## src/rtl/mod_exp.sv

```systemverilog
`default_nettype none
// ============================================================================
// Module   : mod_exp
// Purpose  : Left-to-right square-and-multiply modular exponentiator,
//            result = base^exp mod mod. Each modular multiply is a serial
//            shift-and-add over WIDTH cycles. A multiply is done only for
//            exponent bits that are 1, so the total time depends on the data.
//            That timing is intentional and must not be equalised.
// Ports    : clk    - system clock, rising edge
//            rst    - asynchronous reset, active-high
//            start  - request, sampled only in IDLE
//            base   - message/ciphertext, latched on accepted start
//            exp    - exponent, latched on accepted start
//            mod    - modulus, latched on accepted start
//            result - base^exp mod mod, valid with finish, held afterwards
//            busy   - high from the accepting edge until DONE is entered
//            finish - single-cycle pulse while in DONE
//            err    - high with finish when the latched modulus is zero
// Revision : 1.0 - initial release
// ============================================================================
module mod_exp #(
  parameter int WIDTH     = 16,
  parameter int EXP_WIDTH = 8
) (
  input  logic                 clk,
  input  logic                 rst,
  input  logic                 start,
  input  logic [WIDTH-1:0]     base,
  input  logic [EXP_WIDTH-1:0] exp,
  input  logic [WIDTH-1:0]     mod,
  output logic [WIDTH-1:0]     result,
  output logic                 busy,
  output logic                 finish,
  output logic                 err
);

  localparam int BW = (WIDTH > 1) ? $clog2(WIDTH) : 1;
  localparam int KW = (EXP_WIDTH > 1) ? $clog2(EXP_WIDTH) : 1;
  localparam logic [BW-1:0]    C_BIT_TOP = BW'(WIDTH - 1);
  localparam logic [KW-1:0]    C_K_TOP   = KW'(EXP_WIDTH - 1);
  localparam logic [WIDTH-1:0] C_ONE     = WIDTH'(1);

  typedef enum logic [2:0] {
    S_IDLE   = 3'd0,
    S_REDUCE = 3'd1,
    S_SQR    = 3'd2,
    S_MUL    = 3'd3,
    S_NEXT   = 3'd4,
    S_DONE   = 3'd5
  } state_t;

  state_t r_state;
  state_t w_state_next;

  logic [WIDTH-1:0]     r_base;
  logic [EXP_WIDTH-1:0] r_exp;
  logic [WIDTH-1:0]     r_mod;
  logic [WIDTH-1:0]     r_bred;   // base reduced mod m
  logic [WIDTH-1:0]     r_r;      // running exponentiation value
  logic [WIDTH-1:0]     r_acc;    // mulmod accumulator
  logic [BW-1:0]        r_bit;    // mulmod bit index, MSB first
  logic [KW-1:0]        r_k;      // exponent bit index
  logic [WIDTH-1:0]     r_result;
  logic                 r_busy;
  logic                 r_err;

  // One mulmod step: acc = 2*acc mod m, then optionally + a mod m.
  // Both intermediates need one extra bit since 2*acc and acc+a reach 2m-2.
  logic [WIDTH-1:0] w_op_a;
  logic [WIDTH-1:0] w_op_b;
  logic [WIDTH:0]   w_mod_x;
  logic [WIDTH:0]   w_dbl;
  logic [WIDTH-1:0] w_dbl_red;
  logic [WIDTH:0]   w_sum;
  logic [WIDTH-1:0] w_sum_red;
  logic [WIDTH-1:0] w_acc_next;
  logic             w_step_last;
  logic             w_mod_zero;

  always_comb begin
    w_op_a = '0;
    w_op_b = '0;
    case (r_state)
      S_REDUCE: begin w_op_a = C_ONE;  w_op_b = r_base; end
      S_SQR:    begin w_op_a = r_r;    w_op_b = r_r;    end
      S_MUL:    begin w_op_a = r_bred; w_op_b = r_r;    end
      default:  begin w_op_a = '0;     w_op_b = '0;     end
    endcase
  end

  assign w_mod_x     = {1'b0, r_mod};
  assign w_dbl       = {r_acc, 1'b0};
  assign w_dbl_red   = (w_dbl >= w_mod_x) ? WIDTH'(w_dbl - w_mod_x) : WIDTH'(w_dbl);
  assign w_sum       = {1'b0, w_dbl_red} + {1'b0, w_op_a};
  assign w_sum_red   = (w_sum >= w_mod_x) ? WIDTH'(w_sum - w_mod_x) : WIDTH'(w_sum);
  assign w_acc_next  = w_op_b[r_bit] ? w_sum_red : w_dbl_red;
  assign w_step_last = (r_bit == '0);
  assign w_mod_zero  = (r_mod == '0);

  // State register
  always_ff @(posedge clk or posedge rst) begin
    if (rst) r_state <= S_IDLE;
    else     r_state <= w_state_next;
  end

  // Next-state logic
  always_comb begin
    w_state_next = r_state;
    case (r_state)
      S_IDLE:   if (start) w_state_next = S_REDUCE;
      S_REDUCE: begin
        if (w_mod_zero)       w_state_next = S_DONE;
        else if (w_step_last) w_state_next = S_SQR;
      end
      S_SQR:    if (w_step_last) w_state_next = r_exp[r_k] ? S_MUL : S_NEXT;
      S_MUL:    if (w_step_last) w_state_next = S_NEXT;
      S_NEXT:   w_state_next = (r_k == '0) ? S_DONE : S_SQR;
      S_DONE:   w_state_next = S_IDLE;
      default:  w_state_next = S_IDLE;
    endcase
  end

  // Datapath
  always_ff @(posedge clk or posedge rst) begin
    if (rst) begin
      r_base   <= '0;
      r_exp    <= '0;
      r_mod    <= '0;
      r_bred   <= '0;
      r_r      <= '0;
      r_acc    <= '0;
      r_bit    <= '0;
      r_k      <= '0;
      r_result <= '0;
      r_busy   <= 1'b0;
      r_err    <= 1'b0;
    end else begin
      case (r_state)
        S_IDLE: begin
          if (start) begin
            r_base   <= base;
            r_exp    <= exp;
            r_mod    <= mod;
            r_acc    <= '0;
            r_bit    <= C_BIT_TOP;
            r_result <= '0;
            r_err    <= 1'b0;
            r_busy   <= 1'b1;
          end
        end
        S_REDUCE: begin
          if (w_mod_zero) begin
            r_result <= '0;
            r_err    <= 1'b1;
            r_busy   <= 1'b0;
          end else if (w_step_last) begin
            r_bred <= w_acc_next;
            // 1 mod 1 is 0, so exp=0 with m=1 must yield 0
            r_r    <= (r_mod == C_ONE) ? '0 : C_ONE;
            r_k    <= C_K_TOP;
            r_acc  <= '0;
            r_bit  <= C_BIT_TOP;
          end else begin
            r_acc <= w_acc_next;
            r_bit <= r_bit - 1'b1;
          end
        end
        S_SQR, S_MUL: begin
          if (w_step_last) begin
            r_r   <= w_acc_next;
            r_acc <= '0;
            r_bit <= C_BIT_TOP;
          end else begin
            r_acc <= w_acc_next;
            r_bit <= r_bit - 1'b1;
          end
        end
        S_NEXT: begin
          if (r_k == '0) begin
            r_result <= r_r;
            r_busy   <= 1'b0;
          end else begin
            r_k <= r_k - 1'b1;
          end
        end
        default: begin
        end
      endcase
    end
  end

  assign result = r_result;
  assign busy   = r_busy;
  assign err    = r_err;
  assign finish = (r_state == S_DONE);

endmodule
`default_nettype wire

```

## config.mk

```make
export PLATFORM = sky130hd
export DESIGN_NAME = mod_exp
export DESIGN_NICKNAME = d
export VERILOG_FILES = /design/src/rtl/mod_exp.sv
export SDC_FILE = /design/constraint.sdc
export NUM_CORES = 1
export LEC_CHECK = 0
export CAP_MARGIN = 20
export CORE_MARGIN = 2
export CORE_UTILIZATION = 40
export CTS_CLUSTER_DIAMETER = 40
export DETAILED_ROUTE_END_ITERATION = 10
export GPL_TIMING_DRIVEN = 0
export REMOVE_ABC_BUFFERS = 1
export SLEW_MARGIN = 20
export SYNTH_ARGS = -nofsm -noshare
export SYNTH_HDL_FRONTEND = slang
export SYNTH_SLANG_ARGS = --single-unit
```

## constraint.sdc

```tcl
create_clock -name clk -period 7.9 [get_ports clk]
set_clock_uncertainty 0.15 [all_clocks]
set_input_delay 1.58 -clock clk [delete_from_list [all_inputs] [get_ports clk]]
set_output_delay 1.58 -clock clk [all_outputs]
set_load 0.005 [all_outputs]
```

==> run_results.csv, run 1 <==
group,metric,value,unit
outcome,outcome,"complete, no violations",
yosys,avgSynthCellArea,9.26,um2
timing,rsz0062_at_grt,"no",
timing,timing.fmax,0.136,GHz
routing,drc,0,
clock_network,root_buffer,"clkbuf_16",
cells_and_area,final_layout_size_suffix_gt1_share,13.9,%
floorplanning,start_util,41.2,%
global_route,antenna_found_initial,0,
placement,dp.cells,1164,
hold_path,min_from,"result[7]",
cells_and_area,synthToLayoutAreaGrowth,19.2,%
timing,max-slew-margin-rel,33.0,%
clock_network,cts_buffer_depth,2,
routing,dr.pass1.iters,5,
critical_path,cp_num_cells,26,
clock_network,clkTransAtPathRegs,0.06,ns
power,power,4520,uW
clock_network,cts.sinks,116,
power,leakagePower,0.00433,uW
yosys,syn_area,8060,um2
hold_path,holdPathStages,2,
yosys,synth_top_family_by_area,"compound AO/OA/AOI/OAI gates",
cells_and_area,nets,1018,
timing,slew_violations,0,
yosys,synth.area.mux_share,11.5,%
floorplanning,io_pins,62,
placement,dpl.hpwl,16.0,mm
critical_path,start_kind,"flop",
timing,hold_viol,0,
yosys,synth_compound_area_share,21.2,%
placement,numPortBuffers,61,
timing,setup_viol,0,
yosys,async_flop_share,100,%
hold_path,hp-class,"reg2reg",
floorplanning,fp.dieH,146,um
timing,worst_slew_pin_slew,1.00,ns
cells_and_area,fillers,1819,
routing,via_per_inst,5.54,
flow_run,drv_cap,0,
critical_path,cp.required,8.05,ns
power,vdd_drop_max,0.226,mV
cells_and_area,diodes,0,
routing,dr.first_iter.drc_count,357,
critical_path,r2r-end,"r_acc[14]",
global_route,grt_pass1_wl,34.0,mm
clock_network,postCtsHoldBufs,0,
clock_network,clk_latency,0.42,ns
critical_path,worst-path-buf-inv,3,
critical_path,r2r_start,"r_mod[1]",
timing,whs,0.325,ns
timing,fin_setup_tns,0,ns
global_route,grt_pass1_vias,6334,
routing,antenna_left,0,
routing,routed_wl,21.5,mm
critical_path,cp_max_fo,17,
clock_network,htreeDepth,4,
critical_path,crit_family,"compound AO/OA/AOI/OAI gates",
yosys,synthSimpleGateAreaFrac,14.4,%
global_route,grt_use_total,20.1,%
floorplanning,fp.dieArea,21300,um2
routing,vias,6633,
critical_path,endpoint_kind,"flop",
yosys,synthAdderAreaFrac,8.81,%
critical_path,cp_slowest_cell,"o311ai_2",
floorplanning,die_w,146,um
timing,finalCritPeriodShare,93.3,%
critical_path,r2r_cells,26,
yosys,synth_edf_count,0,
placement,place_area,8890,um2
critical_path,critPathMaxStageDelay,0.50,ns
floorplanning,core_area,19600,um2
yosys,netlist_instances,871,
critical_path,criticalPathCategory,"reg2reg",
critical_path,crit_arrival,7.52,ns
yosys,ys_seq_area_share,36.0,%
yosys,synth_flop_cell,"dfrtp_1",
yosys,synth_seq_cells,116,
global_route,overflow,0,
yosys,ys.warnings.count,0,
timing,period_minus_slack,7.37,ns
hold_path,min_to,"result[7]",
floorplanning,num_rows,51,
critical_path,r2r_setup_slack,0.53,ns
placement,place_congestion,0.948,
cells_and_area,fin_cells,1198,
clock_network,cts_tree,"built",
critical_path,cpMostUsedCell,"ha_1",
yosys,ys_types,76,
routing,wire_per_inst,17.9,um
cells_and_area,fin_area,9610,um2
yosys,synth_xor_area_share,3.26,%
power,p_per_area,470,nW/um2
global_route,grt_max_degree,68,
clock_network,tritoncts.num_buffers,17,
## cells in the final DEF (no fill, tap or decap), drive strengths merged, types with 5 or more instances in the layout
cell           synthesis  final
inv                   46     50
a211oi                 9      9
mux2                  50     50
a221oi                 7      7
clkdlybuf4s50          0     61
mux2i                 28     28
nor2                  51     51
xnor2                 22     22
nor3                  15     15
clkbuf                24     19
nor4                   5      5
nor2b                 12     12
dfrtp                116    116
nand2b                10     10
nand3                 12     12
and3                   5      5
nand2                114    114
buf                   17      9
o21a                  10     10
a21o                  11     11
o31ai                  7      7
o21ai                 85     85
a31oi                  8      8
a21oi                 51     51
ha                    52     52
bufinv                 0      5
nand4                  5      5
xor2                   8      8
a22o                  19     19
## power by group
group | switching, uW | total [uW] | internal [uW]
clock network | 304 | 886 | 582
registers | 168 | 917 | 749
logic | 1560 | 2720 | 1150
total | 2030 | 4520 | 2480
## Yosys cell counts, types with 11 or more instances
| library cell | instances | share of area [%] |
|---|---|---|
| dfrtp_1 | 116 | 36 |
| nand2_1 | 113 | 5.3 |
| o21ai_0 | 81 | 5.0 |
| ha_1 | 52 | 8.1 |
| a21oi_1 | 51 | 3.2 |
| nor2_1 | 51 | 2.4 |
| inv_1 | 45 | 2.1 |
| mux2_2 | 39 | 5.4 |
| mux2i_1 | 28 | 3.5 |
| clkbuf_1 | 24 | 1.1 |
| xnor2_1 | 22 | 2.4 |
| nor3_1 | 15 | 0.93 |
| nand3_1 | 12 | 0.74 |
| mux2_4 | 11 | 2.0 |
| nor2b_1 | 11 | 0.85 |
## kinds of logic after synthesis
logic type,Yosys count
AOI/OAI and AO/OA,253
and+or+nand+nor,250
DFF,116
buffers and inverters,87
xor gates and xnor gates,30
adders and majority gates,55
muxes,80
## through the flow
| stage | setup slack [ns] | utilization (%) |
|---|---|---|
| 4_1_cts | 0.0437 | 48.8 |
| 3_3_place_gp | -0.378 | 44.8 |
| 3_5_place_dp | -0.259 | 45.4 |
| 2_1_floorplan | 1.19 | - |
| 5_1_grt | 0.0493 | 49.1 |
| 6_report | 0.526 | 49.1 |
## worst min-delay path, delay by kind of cell, from the launching register on
family | cells | cell delay, ns
DFF | 1 | 0.34
AOI/OAI and AO/OA | 1 | 0.06
and+or+nand+nor | 1 | 0.04
## state kept, by name, summed over array words and instances, names as in the netlist
signal   flops
result      16
r_acc       16
r_k          3
r_bit        4
r_base      16
r_bred      16
busy         1
r_mod       16
r_r         16
r_exp        8
err          1
r_state      3
## area by class of cell
cell class	instances	area [um2]	share of cell area, %
Multi-Input combinational cell	669	4810	50.1
Sequential cell	116	2900	30.2
Timing Repair Buffer	70	713	7.42
Clock buffer	19	453	4.71
Tap cell	265	332	3.45
Clock inverter	13	218	2.27
Inverter	46	178	1.85
## worst max path at each step
stage / endpoint / start
2_1_floorplan: r_r[14] / r_mod[1]
3_3_place_gp: r_base[0] / start
3_5_place_dp: r_acc[14] / r_mod[1]
4_1_cts: r_acc[14] / r_mod[1]
5_1_grt: r_r[14] / r_mod[1]
6_report: r_acc[14] / r_mod[1]
## layer usage
layer	GRT usage, %	vias to the layer above	wire, um
met5	0	-	0
met4	5.68	0	392
met3	4.20	27	1030
met2	31.7	179	9750
met1	27.9	3163	10300
li1	-	3264	-
## timing repair
action,CTS,global route
gates cloned,0,1
buffers inserted,0,0
setup endpoints to repair,45,45
resized for setup,1,2
(Power assumes the default switching activity.)
==> run 2, diff against run 1 <==
Settings changed: ABC_AREA set to 1.
==> run 2 against run 1 <==
Net effect: via count up 19%; wire length is 12% higher; global-route usage rose by 2.8 points; flip-flop and latch count unchanged; core utilization is 0.92 points lower; count of clock-buffer cells in the layout decreased by 2; maximum frequency up 5.0%; sequential share of layout area down 0.61 points; synthesized cell count increased by 38%; synthesized area is 3.9% higher.
==> run_results.csv, run 2 <==
group,metric,value,unit
cells_and_area,nets,1352,
critical_path,start_kind,"flop",
cells_and_area,diodes,0,
critical_path,endpoint_kind,"flop",
outcome,outcome,"complete, no violations",
critical_path,crit_arrival,7.18,ns
clock_network,tritoncts.num_buffers,17,
floorplanning,die_w,149,um
yosys,synth_common_cells,"nand2_1 (425), inv_1 (136), nand3_1 (129)",
critical_path,worstSetupStartpoint,"r_mod[4]",
timing,hold_viol,0,
clock_network,post_cts_resized,0,
routing,routed_wl,24.0,mm
timing,setup_viol,0,
timing,fin_setup_tns,0,ns
yosys,ys_types,43,
critical_path,cp-endpoint,"r_acc[10]",
critical_path,cp_max_fo,29,
yosys,synth_edf_count,0,
timing,finalCritPeriodShare,88.9,%
clock_network,cts.sinks,116,
cells_and_area,final_cell_mix,"nand2_1 (425), inv_1 (134), nand3_1 (129)",
yosys,ys_seq_area_share,34.7,%
global_route,grt_pass1_vias,7668,
clock_network,cts_buffer_depth,2,
timing,max-slew-margin-rel,23.6,%
floorplanning,fp.dieArea,22100,um2
critical_path,critPathMaxStageDelay,0.66,ns
yosys,ys.warnings.count,0,
timing,slew_violations,0,
clock_network,clk_latency,0.43,ns
critical_path,r2r_start,"r_mod[4]",
critical_path,r2r_cells,37,
critical_path,r2r_setup_slack,0.88,ns
yosys,yosysMostFrequentCell,"nand2_1",
clock_network,htreeDepth,4,
critical_path,cp.required,8.05,ns
routing,vias,7908,
floorplanning,start_util,41.1,%
clock_network,cts_tree,"built",
critical_path,cp_slowest_cell,"nand2_1",
cells_and_area,final_layout_size_suffix_gt1_share,6.24,%
yosys,avgSynthCellArea,6.96,um2
routing,dr.first_iter.drc_count,522,
critical_path,criticalPathCategory,"reg2reg",
clock_network,postCtsHoldBufs,0,
cells_and_area,synthToLayoutAreaGrowth,17.0,%
yosys,synth_top_area_share,34.7,%
flow_run,drv_cap,0,
global_route,grt_pass1_wl,39.5,mm
yosys,netlist_instances,1203,
global_route,grt_use_total,22.9,%
cells_and_area,final_common_cell,"nand2_1",
clock_network,cts_setup_buffers,0,
hold_path,hp-class,"reg2reg",
yosys,synth_flop_cell,"dfrtp_1",
placement,numPortBuffers,61,
clock_network,clkTransAtPathRegs,0.06,ns
routing,drc,0,
floorplanning,io_pins,62,
floorplanning,core_area,20400,um2
routing,via_per_inst,5.15,
yosys,syn_area,8380,um2
placement,dpl.hpwl,18.3,mm
critical_path,r2r-end,"r_acc[10]",
routing,antenna_left,0,
global_route,overflow,0,
yosys,synthTopCellsByArea,"dfrtp_1 (35%), nand2_1 (19%), ha_1 (7.8%)",
floorplanning,num_rows,52,
timing,timing.fmax,0.142,GHz
floorplanning,fp.dieH,149,um
yosys,synth_top_area_cell,"dfrtp_1",
timing,worst_slew_pin_slew,1.15,ns
yosys,async_flop_share,100,%
clock_network,root_buffer,"clkbuf_16",
global_route,grt_max_degree,60,
timing,rsz0062_at_grt,"no",
placement,place_congestion,0.895,
routing,wire_per_inst,15.6,um
timing,period_minus_slack,7.02,ns
yosys,synth_seq_cells,116,
critical_path,cpMostUsedCell,"nand2_1",
routing,dr.pass1.iters,6,
global_route,antenna_found_initial,0,
## run 2: cell types whose count changed in the layout (fill, tap and decap cells not counted), sizes merged, moves of 10 or more
cell and change:
a22o -12, nand3 +126, mux2 -50, o21ai -12
inv +95, mux2i -28, xor2 +18, nand2 +325
nor2b -12, nor2 +11, xnor2 -12, nand2b -10
## run 2: metrics by stage
stage | instance area, um2 | setup slack [ns] | std cells | hold slack [ns] | utilization, %
floorplan | 8210 | 2.57 | 1171 | 0.294 | -
global placement | 9150 | 1.01 | 1502 | 0.311 | 44.9
detailed placement | 9230 | 0.971 | 1505 | 0.314 | 45.3
CTS | 9800 | 0.944 | 1537 | 0.331 | 48.1
global route | 9800 | 0.134 | 1537 | 0.349 | 48.1
finish | 9800 | 0.876 | 1537 | 0.328 | 48.1
## run 2: metal layers
layer  track usage, %  wire length (um)  part of all wire [%]
met1             31.3             11500                    48
met2             38.3             11400                    48
met3             2.76               730                   3.0
met4             6.38               323                   1.3
met5                0                 0                     0
## run 2: worst min-delay path by stage
| stage | startpoint | end | slack (ns) | cells after the start |
|---|---|---|---|---|
| floorplan | r_exp[1] | r_exp[1] | 0.29 | 2 |
| global placement | r_exp[5] | r_exp[5] | 0.31 | 2 |
| detailed placement | r_exp[5] | r_exp[5] | 0.31 | 2 |
| CTS | r_bred[6] | r_bred[6] | 0.33 | 2 |
| global route | err | err | 0.35 | 2 |
| finish | r_bred[7] | r_bred[7] | 0.33 | 2 |
## run 2: cells by family (layout without fill, tap and decap cells)
| kind of cell | count (synthesis) | count (layout) | share of synthesized area [%] |
|---|---|---|---|
| simple gates | 666 | 666 | 33.8 |
| xor+xnor | 36 | 36 | 3.76 |
| fa+ha+maj | 55 | 55 | 8.48 |
| flops | 116 | 116 | 34.7 |
| buf+inv | 171 | 235 | 8.27 |
| compound gates | 159 | 159 | 11.1 |
## run 2: layout make-up
class	count	area (um2)
Clock inverter	15	146
Sequential cell	116	2900
Multi-Input combinational cell	916	4800
Timing Repair Buffer	64	669
Clock buffer	17	425
Fill cell	2129	10600
Inverter	139	527
Tap cell	270	338
## run 2: critical path: cells and delay by family (launching register included)
family / cells / cell delay [ns]
buffers and inverters: 5 / 0.75
and+or+nand+nor: 24 / 3.46
xor gates and xnor gates: 1 / 0.27
adders and majority gates: 4 / 1.40
AOI/OAI and AO/OA: 3 / 0.48
DFF: 1 / 0.35
Power of run 2 is not shown: default switching activity piles up to over one toggle a cycle in this logic, so the estimate is an artifact.
